## src/rtl/uart_rx_fifo.sv

```systemverilog
// First-word-fall-through ready/valid FIFO between a UART and its consumer.
// Ports: clk, reset (sync, active-high), enq_* write side, deq_* read side, count.
module uart_rx_fifo #(
  parameter int WIDTH         = 8,
  parameter int DEPTH         = 8,
  parameter int POINTER_WIDTH = $clog2(DEPTH)
) (
  input  logic                     clk,
  input  logic                     reset,
  input  logic [WIDTH-1:0]         enq_data,
  input  logic                     enq_valid,
  output logic                     enq_ready,
  output logic [WIDTH-1:0]         deq_data,
  output logic                     deq_valid,
  input  logic                     deq_ready,
  output logic [POINTER_WIDTH:0]   count
);

  localparam logic [POINTER_WIDTH:0] FULL =
    (POINTER_WIDTH+1)'(DEPTH);

  logic [WIDTH-1:0]         mem [DEPTH];
  logic [POINTER_WIDTH-1:0] wptr;
  logic [POINTER_WIDTH-1:0] rptr;
  logic                     enq_fire;
  logic                     deq_fire;

  // Flags come from the registered count only, so neither
  // handshake input reaches enq_ready or deq_valid.
  assign enq_ready = (count != FULL);
  assign deq_valid = (count != '0);
  assign deq_data  = mem[rptr];

  assign enq_fire = enq_valid && enq_ready;
  assign deq_fire = deq_valid && deq_ready;

  // Pointers wrap naturally at DEPTH (power of two).
  always_ff @(posedge clk) begin
    if (reset) begin
      wptr  <= '0;
      rptr  <= '0;
      count <= '0;
    end else begin
      if (enq_fire) wptr <= wptr + 1'b1;
      if (deq_fire) rptr <= rptr + 1'b1;
      unique case ({enq_fire, deq_fire})
        2'b10:   count <= count + 1'b1;
        2'b01:   count <= count - 1'b1;
        default: count <= count;
      endcase
    end
  end

  // Storage is never cleared; reset only discards entries.
  always_ff @(posedge clk) begin
    if (!reset && enq_fire) mem[wptr] <= enq_data;
  end

endmodule

```

## config.mk

```make
export PLATFORM = sky130hd
export DESIGN_NAME = uart_rx_fifo
export DESIGN_NICKNAME = d
export VERILOG_FILES = /design/src/rtl/uart_rx_fifo.sv
export SDC_FILE = /design/constraint.sdc
export NUM_CORES = 1
export LEC_CHECK = 0
export CAP_MARGIN = 30
export CORE_UTILIZATION = 30
export DETAILED_ROUTE_END_ITERATION = 12
export SLEW_MARGIN = 20
export SYNTH_ARGS = -nofsm -noshare
export SYNTH_HDL_FRONTEND = slang
export SYNTH_SLANG_ARGS = --single-unit
```

## constraint.sdc

```tcl
create_clock -name clk -period 2.6 [get_ports clk]
set_clock_uncertainty 0.1 [all_clocks]
set_input_delay 0.52 -clock clk [delete_from_list [all_inputs] [get_ports clk]]
set_output_delay 0.52 -clock clk [all_outputs]
set_load 0.02 [all_outputs]
```

==> results of run 1 <==
[layout make-up]
cell class | instances | area (µm²)
clock buffers | 10 | 128
clock inverters | 6 | 110
fillers | 908 | 6070
inverters | 1 | 3.75
multi-input cells | 84 | 910
flip-flops and latches | 77 | 2190
well taps | 133 | 166
repair buffers | 41 | 374
[layer usage]
layer	routed length [µm]	up-vias	track usage
li1	-	772	-
met1	2650	831	0.152
met2	2690	30	0.170
met3	208	9	0.0244
met4	89	0	0.0520
met5	0	-	0
[worst max-delay path by stage]
stage	from	to	slack [ns]	depth (start not counted)
6_report	count[3]	count[3]	0.1	7
5_1_grt	count[3]	count[3]	-0.01	7
3_3_place_gp	deq_ready	count[3]	0.03	7
3_5_place_dp	deq_ready	count[3]	0.02	7
2_1_floorplan	count[0]	count[3]	0.01	7
4_1_cts	register	deq_data[0]	0.002	4
[per-stage QoR]
stage / util / setup WS [ns] / total power [mW]
floorplan: - / 0.0133 / 2.05
global placement: 0.366 / 0.0329 / 2.36
detailed placement: 0.366 / 0.0229 / 2.37
CTS: 0.391 / 0.00188 / 3.44
global route: 0.390 / -0.0135 / 3.58
finish: 0.390 / 0.0988 / 3.41
[sequential cells by signal, summed over array words and instances (netlist names), named ones only]
signal,cells
count,4
mem,64
wptr,3
rptr,3
[where the power goes]
part           internal (mW)  switching (mW)
clock                  0.638           0.419
sequential              1.41          0.0703
combinational          0.450           0.419
[kinds of logic (layout without fill, tap and decap cells)]
family	Yosys count	after routing	synth area share
flops	77	77	0.696
mux	27	27	0.173
simple gates	38	38	0.0627
xor+xnor	5	5	0.0140
compound gates	9	9	0.0160
fa+ha+maj	5	5	0.0200
buf+inv	8	58	0.0180
[timing repair]
item | CTS | global route
setup buffers | 0 | 0
resized for setup | 31 | 9
setup endpoints to repair | 9 | 9
gates cloned | 1 | 0
[critical path, stage by stage, from the launching register on]
cell     delay, ns
dfxtp_1       0.35
or4_4         0.59
nand2_4       0.11
inv_1         0.07
ha_1          0.29
or3_1         0.39
o32ai_2       0.14
mux2_2        0.36
[cell usage in the layout (no fill, tap or decap), types with 2 or more instances in the layout]
| cell | synthesis | final |
|---|---|---|
| clkdlybuf4s50_1 | 0 | 16 |
| dfxtp_1 | 13 | 10 |
| nor2b_1 | 4 | 4 |
| buf_2 | 1 | 7 |
| dfxtp_2 | 0 | 2 |
| bufinv_16 | 0 | 3 |
| xor2_1 | 5 | 5 |
| mux4_1 | 16 | 15 |
| nor2_1 | 11 | 11 |
| or2_2 | 2 | 2 |
| nor3_1 | 4 | 4 |
| clkbuf_8 | 0 | 9 |
| mux2i_1 | 2 | 2 |
| nand2_1 | 5 | 4 |
| buf_4 | 0 | 13 |
| ha_1 | 5 | 5 |
| nand3_1 | 5 | 5 |
| a21oi_1 | 6 | 5 |
| or3_1 | 2 | 2 |
| edfxtp_1 | 64 | 64 |
| mux2_2 | 9 | 9 |
| buf_12 | 1 | 2 |
==> reports/results.ini, run 1 <==
[run_status]
outcome=finished, final reports clean

[setup_path]
r2r_slack_ns=0.1
r2r-end=count[3]
critPathLaunchType=register
crit_type=reg -> reg
reg2reg_depth=7
worstSetupEndpointType=register
critical_path_arrival_ns=2.64
required_ns=2.73
cp_max_fo=5
timing.rr.start=count[3]

[synth]
synth_top_area_frac=0.613
synth.most_common_cell=edfxtp_1
synth_seq_cells=77
synthTopCellsByCount=edfxtp_1 (64), mux4_1 (16), dfxtp_1 (13), nor2_1 (11), mux2_2 (9)
synth_cell_types=30
synth_top_cells_by_area=edfxtp_1 (61%), mux4_1 (13%), dfxtp_1 (8.3%), mux2_2 (3.2%), ha_1 (2.0%)
avgSynthCellArea_um2=18.5
syn_inst=169
netlist_area_mm2=0.00313
synth_warnings=0
synth_nets=186
seq_area_frac_synth=0.696
yosysTopAreaCell=edfxtp_1
synth_flop_cell=edfxtp_1
ys_async_sr_fraction=0
synth_edf_count=64

[power_and_ir_drop]
ir_drop_v=0.000557
power.leakage_nw=1.34
cellPowerDensity_mw_per_mm2=879

[die]
ioPinCount=26
initial_utilization=0.315
core_mm2=0.00995
chipHeight_um=104
fp.dieW_um=104
num_rows=36
die_area_mm2=0.0109

[clock_network]
cts_tree=done
insertion_delay_ns=0.34
clk_pin_slew_ns=0.08
cts.sinks=77
cts_root_buf=clkbuf_8
cts_buffer_depth=2
cts_hold_buf=0
numCtsBuffers=9
h-tree-depth=3

[grt]
grt_pass1_vias=1670
grt.overflow.total=0
gr-usage-all-layers=0.111
antenna_found_initial=0
grt_start_max_net_pins=17
grt_pass1_wl_um=8890

[final_layout]
final_cell_area_mm2=0.00388
final_nets=231
areaGrowthSynthToFinish_pct=23.8
instances_no_fill=352
diodes=0
drive_gt1_frac=0.265

[routing]
drc=0
drt-initial-drc-count=70
num_vias=1642
wl_per_cell_um=16.0
ant_nets=0
wl_um=5630
drt-pass1-iter-count=4
viasPerCell=4.66

[placed_design]
placed_cell_area_mm2=0.00364
dp_hpwl_um=3420
portBuffers=25
place.gp.congestion=0.722
dp.cells=335

[sta]
maxSlewViolCount=0
whs_ns=0.393
slew_headroom=0.686
period_minus_slack_ns=2.50
setup_violations=0
final_hold_viol_count=0
worst_pin_slew_ns=0.471
fmax_mhz=400
fin_crit_sh=0.962
tns_ns=0

[worst_hold_path]
hold_start=rptr[1]
holdCritPathClass=reg -> reg
worstHoldEndpoint=rptr[1]
hold_depth=2

[flow_run]
maxCapViolations=0

(Power assumes the default switching activity.)
==> inputs of run 2 (changes only) <==
--- a/config.mk
+++ b/config.mk
@@ -5,8 +5,9 @@
 export SDC_FILE = /design/constraint.sdc
 export NUM_CORES = 1
 export LEC_CHECK = 0
-export CAP_MARGIN = 30
-export CORE_UTILIZATION = 30
+export CAP_MARGIN = 20
+export CORE_MARGIN = 2
+export CORE_UTILIZATION = 40
 export DETAILED_ROUTE_END_ITERATION = 12
 export SLEW_MARGIN = 20
 export SYNTH_ARGS = -nofsm -noshare
==> run 2 against run 1 <==
Against the previous run: non-clock buffer count grew 1; core utilization grew 11 points; global-route usage grew 3.2 points; clock-buffer cell count shrank 1; sequential share of layout area grew 0.77 points; hold slack gained 0.019 ns; first-iteration DRC count shrank 40%; critical endpoint is now deq_data[4].
==> reports/results.ini, run 2 (synthesis results as in run 1) <==
[run_status]
outcome=finished, final reports clean

[power_and_ir_drop]
clock_power_share=0.329
power_frac_comb=0.248
p_sw_mw=0.906
power.leakage_nw=1.33
ir_drop_v=0.000353
sw_frac_of_total=0.259
cellPowerDensity_mw_per_mm2=913
internal_power_mw=2.59
p_total_mw=3.49
p_seq_frac=0.423

[die]
fp.dieW_um=92.5
die_area_mm2=0.00856
num_rows=32
initial_utilization=0.410
core_mm2=0.00765
chipHeight_um=92.5
ioPinCount=26

[clock_network]
clk_pin_slew_ns=0.07
cts_root_buf=clkbuf_8
cts.sinks=77
cts_hold_buf=0
insertion_delay_ns=0.35
cts_tree=done
h-tree-depth=3
post-cts-setup-buffers=0
numCtsBuffers=9
cts_buffer_depth=2

[grt]
antenna_found_initial=0
grt_pass1_vias=1791
grt_pass1_wl_um=8870
grt_start_max_net_pins=17
grt.overflow.total=0
gr-usage-all-layers=0.144

[setup_path]
critPathLaunchType=register
worstSetupEndpointType=primary output
critical_path_arrival_ns=1.88
reg2reg_depth=10
cp_slowest_cell=mux4_2
crit_type=reg -> out
required_ns=1.98
cp_max_fo=8
cp_cell_sequence=buf_8 > mux4_2 > mux2_2 > clkdlybuf4s15_2
worst_path_largest_cell_delay_ns=0.50

[routing]
viasPerCell=5.05
drc=0
wl_um=5710
drt-initial-drc-count=42
ant_nets=0
num_vias=1626
drt-pass1-iter-count=4
wl_per_cell_um=17.7

[sta]
rsz0062_at_grt=no
maxSlewViolCount=0
final_hold_viol_count=0
fmax_mhz=400
fin_crit_sh=0.962
setup_violations=0
tns_ns=0
worst_pin_slew_ns=0.467
period_minus_slack_ns=2.50
slew_headroom=0.689

[final_layout]
utilization=0.500
final_cell_mix=edfxtp_1 (64), clkdlybuf4s50_1 (16), buf_4 (15)
areaGrowthSynthToFinish_pct=22.2
diodes=0
instances_no_fill=322
final_nets=232
largest_registers=mem (64), count (4)
final_cell_area_mm2=0.00383
largest_reg_flops=64
top_register=mem
drive_gt1_frac=0.291
layout_commonest_cell=edfxtp_1

[placed_design]
portBuffers=25
dp.cells=306
placed_cell_area_mm2=0.00359
place.gp.congestion=0.787
dp_hpwl_um=3750

[worst_hold_path]
holdCritPathClass=reg -> reg
hold_depth=2

[flow_run]
maxCapViolations=0

[run 2: cell types whose count changed in the layout (fill, tap and decap cells not counted), sizes merged]
cell	before	now
bufinv	3	4
clkdlybuf4s15	0	1
clkinvlp	1	0
clkinv	1	3
inv	2	1
clkbuf	11	10
[run 2: worst paths after layout]
path / start / end / slack, ns
max reg2reg: count[2] / count[2] / 0.11
max: register / deq_data[4] / 0.1
min: rptr[1] / rptr[1] / 0.41
min reg2reg: rptr[1] / rptr[1] / 0.41
[run 2: area by class of cell]
class	count	area, µm²
fillers	635	3820
flip-flops and latches	77	2190
multi-input cells	84	883
repair buffers	42	363
clock inverters	7	138
well taps	102	128
clock buffers	9	124
inverters	1	3.75
[run 2: power groups by stage]
stage	Clock, mW	Combinational (mW)	Sequential (mW)
final	1.15	0.867	1.48
after global routing	1.22	0.941	1.49
after CTS	1.17	0.881	1.47
after detailed placement	0	0.882	1.49
after global placement	0	0.845	1.49
after floorplan	0	0.539	1.51
[run 2: stage by stage]
| step | setup WS, ns | hold slack (ns) |
|---|---|---|
| after floorplan | 0.0133 | 0.354 |
| after global placement | 0.0703 | 0.369 |
| after detailed placement | 0.0114 | 0.399 |
| after CTS | 0.00190 | 0.410 |
| after global routing | 0.00797 | 0.431 |
| final | 0.0980 | 0.412 |
[run 2: critical path: cells and delay by family (launching register included)]
kind,cells,cell delay (ns)
buffers and inverters,2,0.39
muxes,2,0.77
DFF,1,0.37
[run 2: timing repair]
action / in CTS / in global routing
gates resized for setup: 31 / 16
cloned: 0 / 0
pin swaps: 0 / 0
setup endpoints to repair: 9 / 10
[run 2: routing by layer]
layer | GRT usage | part of all wire
met4 | 0.0634 | 0.014
met2 | 0.257 | 0.52
met1 | 0.161 | 0.43
met3 | 0.0374 | 0.031
met5 | 0 | 0
==> inputs of run 3 (changes only) <==
--- a/config.mk
+++ b/config.mk
@@ -6,7 +6,6 @@
 export NUM_CORES = 1
 export LEC_CHECK = 0
 export CAP_MARGIN = 20
-export CORE_MARGIN = 2
 export CORE_UTILIZATION = 40
 export DETAILED_ROUTE_END_ITERATION = 12
 export SLEW_MARGIN = 20
==> run 3 against run 2 <==
Against the previous run: maximum frequency up 0.43%; critical path depth grew 5; clock-buffer cell count grew 1; wire length up 1.9%; cell area fell by 1.4%; hold slack worse by 0.0027 ns; final cell count shrank 0.93%; non-clock buffer count unchanged; register-to-register slack hardly changed; first-iteration DRC count grew to 2.7 times the previous value; largest cell class unchanged; highest routed layer unchanged.
==> reports/results.ini, run 3 (synthesis results as in run 1) <==
[clock_network]
numCtsBuffers=9
insertion_delay_ns=0.33
cts_buffer_depth=2
cts_tree=done
cts_hold_buf=0
clk_pin_slew_ns=0.08
cts_root_buf=clkbuf_8
h-tree-depth=3
cts.sinks=77

[final_layout]
top_register=mem
areaGrowthSynthToFinish_pct=20.4
final.fill_count=603
largest_registers=mem (64), count (4)
largest_reg_flops=64
final_cell_mix=edfxtp_1 (64), clkdlybuf4s50_1 (16), buf_4 (16)
diodes=0
final_nets=232
drive_gt1_frac=0.268
layout_commonest_cell=edfxtp_1
multi_input_area_um2=893
utilization=0.509
seq_area_mm2=0.00219

[routing]
wl_per_cell_um=18.2
drt-initial-drc-count=112
drc=0
viasPerCell=5.30
ant_nets=0
dr_wl_met2_um=2920
wl_um=5820
num_vias=1691
drt-pass1-iter-count=4
drt-met1-wl_um=2400
topRoutingLayerUsed=met4
wl_met3_um=275

[setup_path]
r2r-end=count[2]
required_ns=2.76
timing.rr.start=count[0]
cp_cell_sequence=or4b_1 > nand2_2 > ha_1 > xor2_1 > ha_1 > a21oi_2 > xor2_1 > or3_1 > a21oi_1
cp_top_family=simple AND/OR/NAND/NOR gates
worst_path_largest_cell_delay_ns=0.60
critPathLaunchType=register
cp_slowest_cell=or4b_1
cp_max_fo=7
path_buf_inv=0
reg2reg_depth=9
crit_type=reg -> reg
worstSetupEndpointType=register
critical_path_arrival_ns=2.65
r2r_slack_ns=0.11

[die]
ioPinCount=26
die_area_mm2=0.00819
core_mm2=0.00741
chipHeight_um=90.5
num_rows=31
initial_utilization=0.423
fp.dieW_um=90.5

[worst_hold_path]
hold_depth=2
worstHoldEndpoint=rptr[1]
hold_start=rptr[1]
holdCritPathClass=reg -> reg

[power_and_ir_drop]
cellPowerDensity_mw_per_mm2=845
internal_power_mw=2.29
p_seq_frac=0.466
sw_frac_of_total=0.281
power.leakage_nw=1.31
clock_power_share=0.268
power_frac_comb=0.265
ir_drop_v=0.000542
p_total_mw=3.19
p_sw_mw=0.894

[sta]
fin_ws_ns=0.109
slew_headroom=0.809
maxSlewViolCount=0
fmax_mhz=401
period_minus_slack_ns=2.49
final_hold_viol_count=0
fin_crit_sh=0.958
setup_violations=0
worst_pin_slew_ns=0.285

[grt]
gr-usage-all-layers=0.152
grt_start_max_net_pins=17
grt_pass1_wl_um=9020
antenna_found_initial=0
grt_pass1_vias=1832
grt.overflow.total=0

[flow_run]
maxCapViolations=0

[placed_design]
post-place-ws_ns=-0.00597
portBuffers=25
dp_hpwl_um=3640
place.gp.congestion=0.767

[run_status]
outcome=finished, final reports clean

-- run 3: worst max-delay path by stage --
stage / slack [ns] / cells after the start / endpoint / start
after floorplan: 0.01 / 7 / count[3] / count[0]
after global placement: 0.07 / 4 / deq_data[7] / register
after detailed placement: -0.006 / 10 / count[2] / deq_ready
after CTS: 0.008 / 4 / deq_data[3] / register
after global routing: -0.01 / 10 / count[2] / count[2]
final: 0.11 / 9 / count[2] / count[0]
-- run 3: layout make-up --
cell class / count / area share
Inverter: 1 / 0.000995
Timing Repair Buffer: 42 / 0.0985
Clock buffer: 10 / 0.0338
Clock inverter: 6 / 0.0169
Sequential cell: 77 / 0.580
Tap cell: 99 / 0.0328
Multi-Input combinational cell: 84 / 0.237
-- run 3: worst min-delay path: cells and delay by family (launching register included) --
kind | cells | cell delay, ns
flops | 1 | 0.32
compound gates | 1 | 0.08
simple gates | 1 | 0.06
-- run 3: power by group through the flow --
stage	Combinational [mW]	Sequential, mW	Clock, mW
3_3_place_gp	0.836	1.49	0
2_1_floorplan	0.539	1.51	0
3_5_place_dp	0.862	1.50	0
5_1_grt	0.907	1.49	0.940
6_report	0.846	1.49	0.855
4_1_cts	0.864	1.48	0.882
-- run 3: per-stage QoR --
step	cells	hold WS, ns	setup TNS [ns]	area [µm²]
after floorplan	169	0.354	0	3140
after global placement	302	0.371	0	3590
after detailed placement	302	0.395	-0.00597	3590
after CTS	319	0.406	0	3790
after global routing	319	0.428	-0.0119	3770
final	319	0.409	0	3770
-- run 3: layer usage --
layer / track usage / vias up
met5: 0 / -
met3: 0.0396 / 21
met4: 0.0981 / 0
li1: - / 768
met1: 0.174 / 840
met2: 0.252 / 62
-- run 3: what timing repair did --
item,in CTS,in global routing
resized for setup,31,9
endpoints found under the hold margin,0,0
setup endpoints to repair,9,9
cloned,1,0
setup buffers,0,0
